**src/rtl/rv32i_types.sv**
```systemverilog
// Shared types for the memory-port arbiter: grant FSM states and the latched request.
package rv32i_types;

  typedef enum logic [1:0] {
    ARB_IDLE,
    ARB_SERVE_I,
    ARB_SERVE_D
  } arb_state_t;

  typedef struct packed {
    logic [31:0] addr;
    logic [31:0] wdata;
    logic [3:0]  byte_enable;
    logic        write;
  } mem_req_t;

  localparam mem_req_t MEM_REQ_RST = '{addr: 32'h0, wdata: 32'h0, byte_enable: 4'h0, write: 1'b0};

endpackage

```
**src/rtl/mem_port_arbiter.sv**
```systemverilog
// Shares one physical memory port between instruction fetch and data access,
// latching the winning request for the whole transfer and stalling the pipeline meanwhile.
module mem_port_arbiter
  import rv32i_types::*;
#(
  parameter int MAX_D_STREAK = 4,
  parameter int STREAK_W     = 3
) (
  input  logic        clk,
  input  logic        rst,
  input  logic        i_read,
  input  logic [31:0] i_addr,
  output logic [31:0] i_rdata,
  output logic        i_resp,
  input  logic        d_read,
  input  logic        d_write,
  input  logic [31:0] d_addr,
  input  logic [31:0] d_wdata,
  input  logic [3:0]  d_byte_enable,
  output logic [31:0] d_rdata,
  output logic        d_resp,
  output logic        mem_read,
  output logic        mem_write,
  output logic [31:0] mem_addr,
  output logic [31:0] mem_wdata,
  output logic [3:0]  mem_byte_enable,
  input  logic [31:0] mem_rdata,
  input  logic        mem_resp,
  output logic        stall
);

  localparam logic [STREAK_W-1:0] STREAK_MAX = STREAK_W'(MAX_D_STREAK);

  arb_state_t          state_q, state_d;
  logic [STREAK_W-1:0] streak_q, streak_d;
  mem_req_t            req_q, req_d;
  logic                mem_read_q, mem_read_d;
  logic                mem_write_q, mem_write_d;
  logic                d_req;
  logic                at_limit;

  always_comb begin
    d_req       = d_read | d_write;
    at_limit    = (streak_q == STREAK_MAX);
    state_d     = state_q;
    streak_d    = streak_q;
    req_d       = req_q;
    mem_read_d  = mem_read_q;
    mem_write_d = mem_write_q;
    unique case (state_q)
      ARB_IDLE: begin
        // Data wins ties unless it has already starved a waiting fetch for MAX_D_STREAK grants.
        if (d_req && !(i_read && at_limit)) begin
          state_d     = ARB_SERVE_D;
          req_d       = '{addr: d_addr, wdata: d_wdata, byte_enable: d_byte_enable,
                          write: d_write & ~d_read};
          mem_read_d  = d_read;
          mem_write_d = d_write & ~d_read;
          streak_d    = i_read ? (at_limit ? streak_q : streak_q + 1'b1) : '0;
        end else if (i_read) begin
          state_d     = ARB_SERVE_I;
          req_d       = '{addr: i_addr, wdata: 32'h0, byte_enable: 4'hF, write: 1'b0};
          mem_read_d  = 1'b1;
          mem_write_d = 1'b0;
          streak_d    = '0;
        end
      end
      ARB_SERVE_I, ARB_SERVE_D: begin
        if (mem_resp) begin
          state_d     = ARB_IDLE;
          mem_read_d  = 1'b0;
          mem_write_d = 1'b0;
        end
      end
      default: begin
        state_d     = ARB_IDLE;
        mem_read_d  = 1'b0;
        mem_write_d = 1'b0;
      end
    endcase
  end

  always_ff @(posedge clk or negedge rst) begin
    if (!rst) begin
      state_q     <= ARB_IDLE;
      streak_q    <= '0;
      req_q       <= MEM_REQ_RST;
      mem_read_q  <= 1'b0;
      mem_write_q <= 1'b0;
    end else begin
      state_q     <= state_d;
      streak_q    <= streak_d;
      req_q       <= req_d;
      mem_read_q  <= mem_read_d;
      mem_write_q <= mem_write_d;
    end
  end

  assign mem_read        = mem_read_q;
  assign mem_write       = mem_write_q;
  assign mem_addr        = req_q.addr;
  assign mem_wdata       = req_q.wdata;
  assign mem_byte_enable = req_q.byte_enable;

  // Responses only count while serving; a stray mem_resp in idle is dropped.
  assign i_resp  = (state_q == ARB_SERVE_I) & mem_resp;
  assign d_resp  = (state_q == ARB_SERVE_D) & mem_resp;
  assign i_rdata = mem_rdata;
  assign d_rdata = mem_rdata;
  assign stall   = (i_read & ~i_resp) | (d_req & ~d_resp);

endmodule
```
**config.mk**
```make
export PLATFORM = sky130hd
export DESIGN_NAME = mem_port_arbiter
export DESIGN_NICKNAME = d
export VERILOG_FILES = /design/src/rtl/rv32i_types.sv /design/src/rtl/mem_port_arbiter.sv
export SDC_FILE = /design/constraint.sdc
export NUM_CORES = 1
export LEC_CHECK = 0
export CAP_MARGIN = 20
export CORE_MARGIN = 2
export CORE_UTILIZATION = 35
export CTS_CLUSTER_DIAMETER = 30
export CTS_CLUSTER_SIZE = 40
export DETAILED_ROUTE_END_ITERATION = 16
export PLACE_DENSITY = 0.92
export RECOVER_POWER = 50
export SKIP_LAST_GASP = 1
export SLEW_MARGIN = 20
export SYNTH_ARGS = -nofsm -noshare
export SYNTH_HDL_FRONTEND = slang
export SYNTH_SLANG_ARGS = --single-unit
```
**constraint.sdc**
```tcl
create_clock -name clk -period 1.68 [get_ports clk]
set_input_delay 0.504 -clock clk [delete_from_list [all_inputs] [get_ports clk]]
set_output_delay 0.504 -clock clk [all_outputs]
set_load 0.1 [all_outputs]
```
==> results of run 1 <==
-- metal layers --
metal / vias to the layer above / GRT usage, % / routed length (um)
met2: 245 / 38.8 / 6640
li1: 1521 / - / -
met4: 0 / 9.71 / 243
met5: - / 0 / 0
met3: 27 / 10.4 / 1490
met1: 1639 / 22.9 / 4280
-- what timing repair did --
| item | in CTS | in global routing |
|---|---|---|
| setup buffers | 13 | 5 |
| setup endpoints to repair | 48 | 40 |
| pin swaps | 3 | 4 |
| cloned | 2 | 1 |
| gates resized for setup | 14 | 12 |
-- registers in the layout, indices dropped and copies added (netlist names) --
signal           cells
mem_read             1
mem_byte_enable      4
mem_addr            32
streak_q             3
mem_write            1
state_q              2
mem_wdata           32
-- worst register-to-register path, cell delays in order, from the launching register on --
cell     delay [ns]
dfrtp_1        0.42
inv_2          0.09
buf_4          0.12
ha_4           0.17
buf_12         0.11
o31ai_4        0.09
buf_12         0.19
a31oi_1        0.24
a21oi_2        0.09
-- stage by stage --
step | util [%] | hold WS (ns)
after floorplan | - | 0.208
after global placement | 58.2 | 0.504
after detailed placement | 58.2 | 0.517
after CTS | 61.7 | 0.148
after global routing | 62.2 | 0.530
final | 62.2 | 0.447
-- cell usage after synthesis (all sizes together) --
master / count
buf: 77
dfrtp: 75
a22o: 35
nor2: 35
a21oi: 33
a31oi: 32
o21ai: 32
clkbuf: 15
ha: 5
inv: 5
nand2: 4
o22a: 4
o31ai: 3
and2: 2
and3: 2
nand3: 2
o22ai: 2
a31o: 1
a32o: 1
and3b: 1
nand3b: 1
nor2b: 1
nor3b: 1
o31a: 1
or2: 1
-- worst max-delay path by stage --
stage | start | to
final | state_q[1] | stall
after global routing | state_q[1] | stall
after CTS | state_q[1] | stall
after detailed placement | d_write | stall
after global placement | d_write | stall
after floorplan | state_q[1] | stall
-- final cells by class --
type,instances,area share [%]
antenna,1,0.0388
clock buffer,12,2.25
clock inverter,4,0.407
inverter,5,0.291
multi-input combinational,199,20.4
sequential,75,29.1
tap,136,2.64
timing repair buffer,210,44.9
-- cells by family (layout without fill, tap and decap cells) --
kind of cell | Yosys count | after routing | synth area share, %
fa+ha+maj | 5 | 5 | 1.67
buf+inv | 97 | 231 | 17.3
flops | 75 | 75 | 50.1
other cells | 0 | 1 | 0
simple gates | 50 | 50 | 6.07
compound gates | 144 | 144 | 24.9
==> impl_metrics.py, run 1 <==
metrics = {
    "critical_path": {
        "cp_slowest_cell": "dfrtp_2",
        "critPathBufInv": 2,
        "crit_fanout": 3,
        "path_cells": "inv_2 -> ha_2 -> and2_4 -> o22ai_4 -> buf_12",
        "r2r_cells": 8,
        "r2r-start": "state_q[0]",
        "rr_endpoint": "mem_addr[6]",
        "crit_required_ns": 1.18,
        "max_stage_delay_ns": 0.42,
        "setup.worst_path.start_class": "register",
        "cp.depth": 5,
        "critPathKind": "reg2out",
        "crit_arrival_ns": 1.50,
        "crit_family": "flip-flops",
        "ff2ff_setup_slack_ns": 0.05,
        "end_kind": "output pin",
    },
    "placement": {
        "pre_cts_slack_ns": -0.449,
        "gp_congestion": 0.755,
        "placed_cells": 609,
        "io_buffers": 178,
        "post_dp_cell_area_mm2": 0.00604,
        "hpwl_um": 8740,
    },
    "sta": {
        "rsz0062_at_grt": "yes",
        "layout_setup_ws_ns": -0.320,
        "finalHoldViolCount": 0,
        "worst_pin_slew_ns": 1.05,
        "fmax_ghz": 0.500,
        "skew_ns": 0.0114,
        "period_share_pct": 119,
        "setup_viol": 3,
        "max_slew_margin_pct": 30.0,
        "drv_slew": 0,
        "setup_tns_ns": -0.866,
        "finalCriticalPeriod_ns": 2.00,
    },
    "clock_tree": {
        "insertion_delay_ns": 0.36,
        "clock-sinks": 75,
        "cts_buffers": 9,
        "clockBufferDepth": 2,
        "cts_root_buf": "clkbuf_8",
        "hold_buffers": 0,
        "htreeDepth": 3,
        "clk_pin_slew_ns": 0.08,
        "cts_tree": "yes",
    },
    "grt": {
        "grt-ovfl-total": 0,
        "track_usage_pct": 22.3,
        "grt_pass1_vias": 3598,
        "grt_max_degree": 76,
        "grt_antenna_before_repair": 1,
        "grt_pass1_wl_um": 19500,
    },
    "synthesis": {
        "avgSynthCellArea_um2": 10.1,
        "ys_types": 31,
        "syn-cell-area_mm2": 0.00375,
        "synth_seq_area_share_pct": 50.1,
        "yosys.area.top_type": "dfrtp_1",
        "syn_inst": 371,
        "synth.area.top_cells": "dfrtp_1 (50%), buf_4 (13%), a22o_1 (8.2%), a31oi_1 (5.3%), a21oi_1 (4.4%)",
        "synth_top_area_share_pct": 50.1,
        "synth_warnings": 0,
        "synth_nets": 514,
        "synth-seq-cells": 75,
    },
    "route": {
        "drc": 0,
        "drt_iter0_drc": 132,
        "wirelength_um": 12700,
        "wl_per_cell_um": 19.7,
        "first_pass_iters": 5,
        "vias_per_cell": 5.35,
        "routed-via-count": 3432,
        "detail-route-antenna-nets": 0,
    },
    "worst_hold_path": {
        "min-delay-path-class": "in2async",
    },
    "die": {
        "die_y_um": 108,
        "start_util_pct": 36.2,
        "dieArea_mm2": 0.0116,
        "die_w_um": 108,
        "core-area_mm2": 0.0104,
        "io_pins": 275,
        "std_cell_rows": 37,
    },
    "layout": {
        "syn_to_final_growth_pct": 72.1,
        "layout-drive-gt1-share_pct": 27.7,
        "design_area_mm2": 0.00645,
        "multi_input_area_mm2": 0.00132,
        "final_cells": 642,
        "final_common_cell": "clkdlybuf4s50_1",
        "mostFrequentLayoutCells": "clkdlybuf4s50_1 (100), buf_12 (79), dfrtp_1 (74)",
        "final-seq-area_mm2": 0.00188,
        "nNetsFinal": 643,
        "fillers": 775,
    },
    "job": {
        "drv_cap": 0,
    },
    "status": {
        "outcome": "finished, violations left",
        "violations": "setup timing",
    },
}
Power of run 1 is not shown: default switching activity piles up to over one toggle a cycle in this logic, so the estimate is an artifact.
==> run 2: changes to the inputs <==
==> constraint.sdc (replaced) <==
create_clock -name clk -period 1.68 [get_ports clk]
set_input_delay 0.336 -clock clk [delete_from_list [all_inputs] [get_ports clk]]
set_output_delay 0.336 -clock clk [all_outputs]
set_load 0.1 [all_outputs]
==> run 2 against run 1 <==
The flow still finishes with violations (setup timing). Global-route usage decreased by 2.3 points. Routed wire length decreased by 8.6%. Fmax increased by 12%. Die area unchanged. Via count decreased by 2.0%. Critical path depth decreased by 1. Flip-flop and latch count unchanged. Largest cell class unchanged. Highest routed layer unchanged.
==> impl_metrics.py, run 2 (synthesized netlist as in run 1, its figures left out) <==
metrics = {
    "clock_tree": {
        "cts_buffers": 9,
        "clk_pin_slew_ns": 0.08,
        "cts_root_buf": "clkbuf_8",
        "hold_buffers": 0,
        "htreeDepth": 3,
        "cts_tree": "yes",
        "clockBufferDepth": 2,
        "insertion_delay_ns": 0.34,
        "clock-sinks": 75,
    },
    "grt": {
        "grt_antenna_before_repair": 0,
        "grt_pass1_wl_um": 18100,
        "grt_max_degree": 76,
        "grt-ovfl-total": 0,
        "track_usage_pct": 20.0,
        "grt_pass1_vias": 3402,
    },
    "layout": {
        "mostFrequentLayoutCells": "clkdlybuf4s50_1 (103), buf_12 (78), dfrtp_1 (75)",
        "syn_to_final_growth_pct": 66.5,
        "final_cells": 630,
        "nNetsFinal": 632,
        "final_common_cell": "clkdlybuf4s50_1",
        "diodes": 0,
        "design_area_mm2": 0.00624,
        "layout-drive-gt1-share_pct": 24.7,
    },
    "sta": {
        "layout_setup_ws_ns": -0.108,
        "worst_pin_slew_ns": 1.04,
        "finalHoldViolCount": 0,
        "skew_ns": 0.00911,
        "period_share_pct": 106,
        "drv_slew": 0,
        "finalCriticalPeriod_ns": 1.79,
        "rsz0062_at_grt": "yes",
        "setup_viol": 3,
        "fmax_ghz": 0.559,
        "max_slew_margin_pct": 30.8,
    },
    "route": {
        "vias_per_cell": 5.34,
        "drt_iter0_drc": 168,
        "wl_per_cell_um": 18.4,
        "first_pass_iters": 7,
        "wirelength_um": 11600,
        "drc": 0,
        "routed-via-count": 3364,
        "detail-route-antenna-nets": 0,
    },
    "placement": {
        "gp_congestion": 0.841,
        "io_buffers": 178,
        "placed_cells": 610,
        "hpwl_um": 8580,
        "post_dp_cell_area_mm2": 0.00605,
        "pre_cts_slack_ns": -0.257,
    },
    "status": {
        "violations": "setup timing",
        "outcome": "finished, violations left",
    },
    "die": {
        "std_cell_rows": 37,
        "io_pins": 275,
        "die_y_um": 108,
        "dieArea_mm2": 0.0116,
        "start_util_pct": 36.2,
        "die_w_um": 108,
        "core-area_mm2": 0.0104,
    },
    "critical_path": {
        "crit_arrival_ns": 1.45,
        "max_stage_delay_ns": 0.42,
        "crit_required_ns": 1.34,
        "crit_fanout": 3,
        "critPathKind": "reg2out",
        "end_kind": "output pin",
        "cp_slowest_cell": "dfrtp_1",
        "path_cells": "ha_2 -> and2_4 -> o22ai_4 -> buf_12",
        "setup.worst_path.start_class": "register",
    },
    "worst_hold_path": {
        "min-delay-path-class": "in2async",
    },
    "job": {
        "drv_cap": 0,
    },
}
## run 2: cell count changes in the layout (fill, tap and decap cells not counted), sizes merged
cell	previous run	this run
diode	1	0
clkdlybuf4s50	100	103
dlymetal6s2s	1	0
dlygate4sd2	3	1
clkbuf	15	14
bufinv	0	1
buf	103	92
## run 2: path summary, 6_finish.rpt
path	slack, ns	cells after the start	start	to
worst max-delay path	-0.11	4	state_q[0]	stall
worst min-delay path	0.36	2	rst	mem_addr[30]
worst max register to register	0.07	6	state_q[1]	state_q[0]
worst min register to register	0.52	1	mem_wdata[23]	mem_wdata[23]
max in group asynchronous	0.68	2	rst	mem_addr[2]
min in group clk	0.52	1	mem_wdata[23]	mem_wdata[23]
## run 2: per-stage QoR
stage | setup TNS [ns] | util [%] | hold WS, ns
floorplan | -0.0729 | - | 0.0404
global placement | -10.82 | 58.3 | 0.376
detailed placement | -16.73 | 58.3 | 0.405
CTS | -0.353 | 60.4 | 0.0268
global route | -0.456 | 60.2 | 0.453
finish | -0.250 | 60.2 | 0.363
## run 2: area by class of cell
type                    count  area (um2)
repair buffers            199        2720
well taps                 136         170
fillers                   803        4130
clock buffers              11         141
flip-flops and latches     75        1880
inverters                   5        18.8
clock inverters             5        52.6
multi-input cells         199        1260
## run 2: repair_timing
item,in CTS,in global routing
buffers inserted,3,1
setup endpoints to repair,3,72
gates resized for setup,5,1
pin swaps,1,0
## run 2: worst max-delay path, delay by kind of cell (launching register included)
kind / cells / cell delay (ns)
AO/OA/AOI/OAI: 1 / 0.16
adder cells (fa/ha/maj): 1 / 0.19
buffers and inverters: 1 / 0.20
flip-flops: 1 / 0.42
AND/OR/NAND/NOR: 1 / 0.14
## run 2: layer usage
layer | part of all wire, % | up-vias | global-route usage [%]
li1 | - | 1496 | -
met1 | 38 | 1607 | 24.5
met2 | 48 | 233 | 32.1
met3 | 11 | 28 | 6.96
met4 | 2.9 | 0 | 8.52
met5 | 0 | - | 0
Power of run 2 is left out for the same reason.
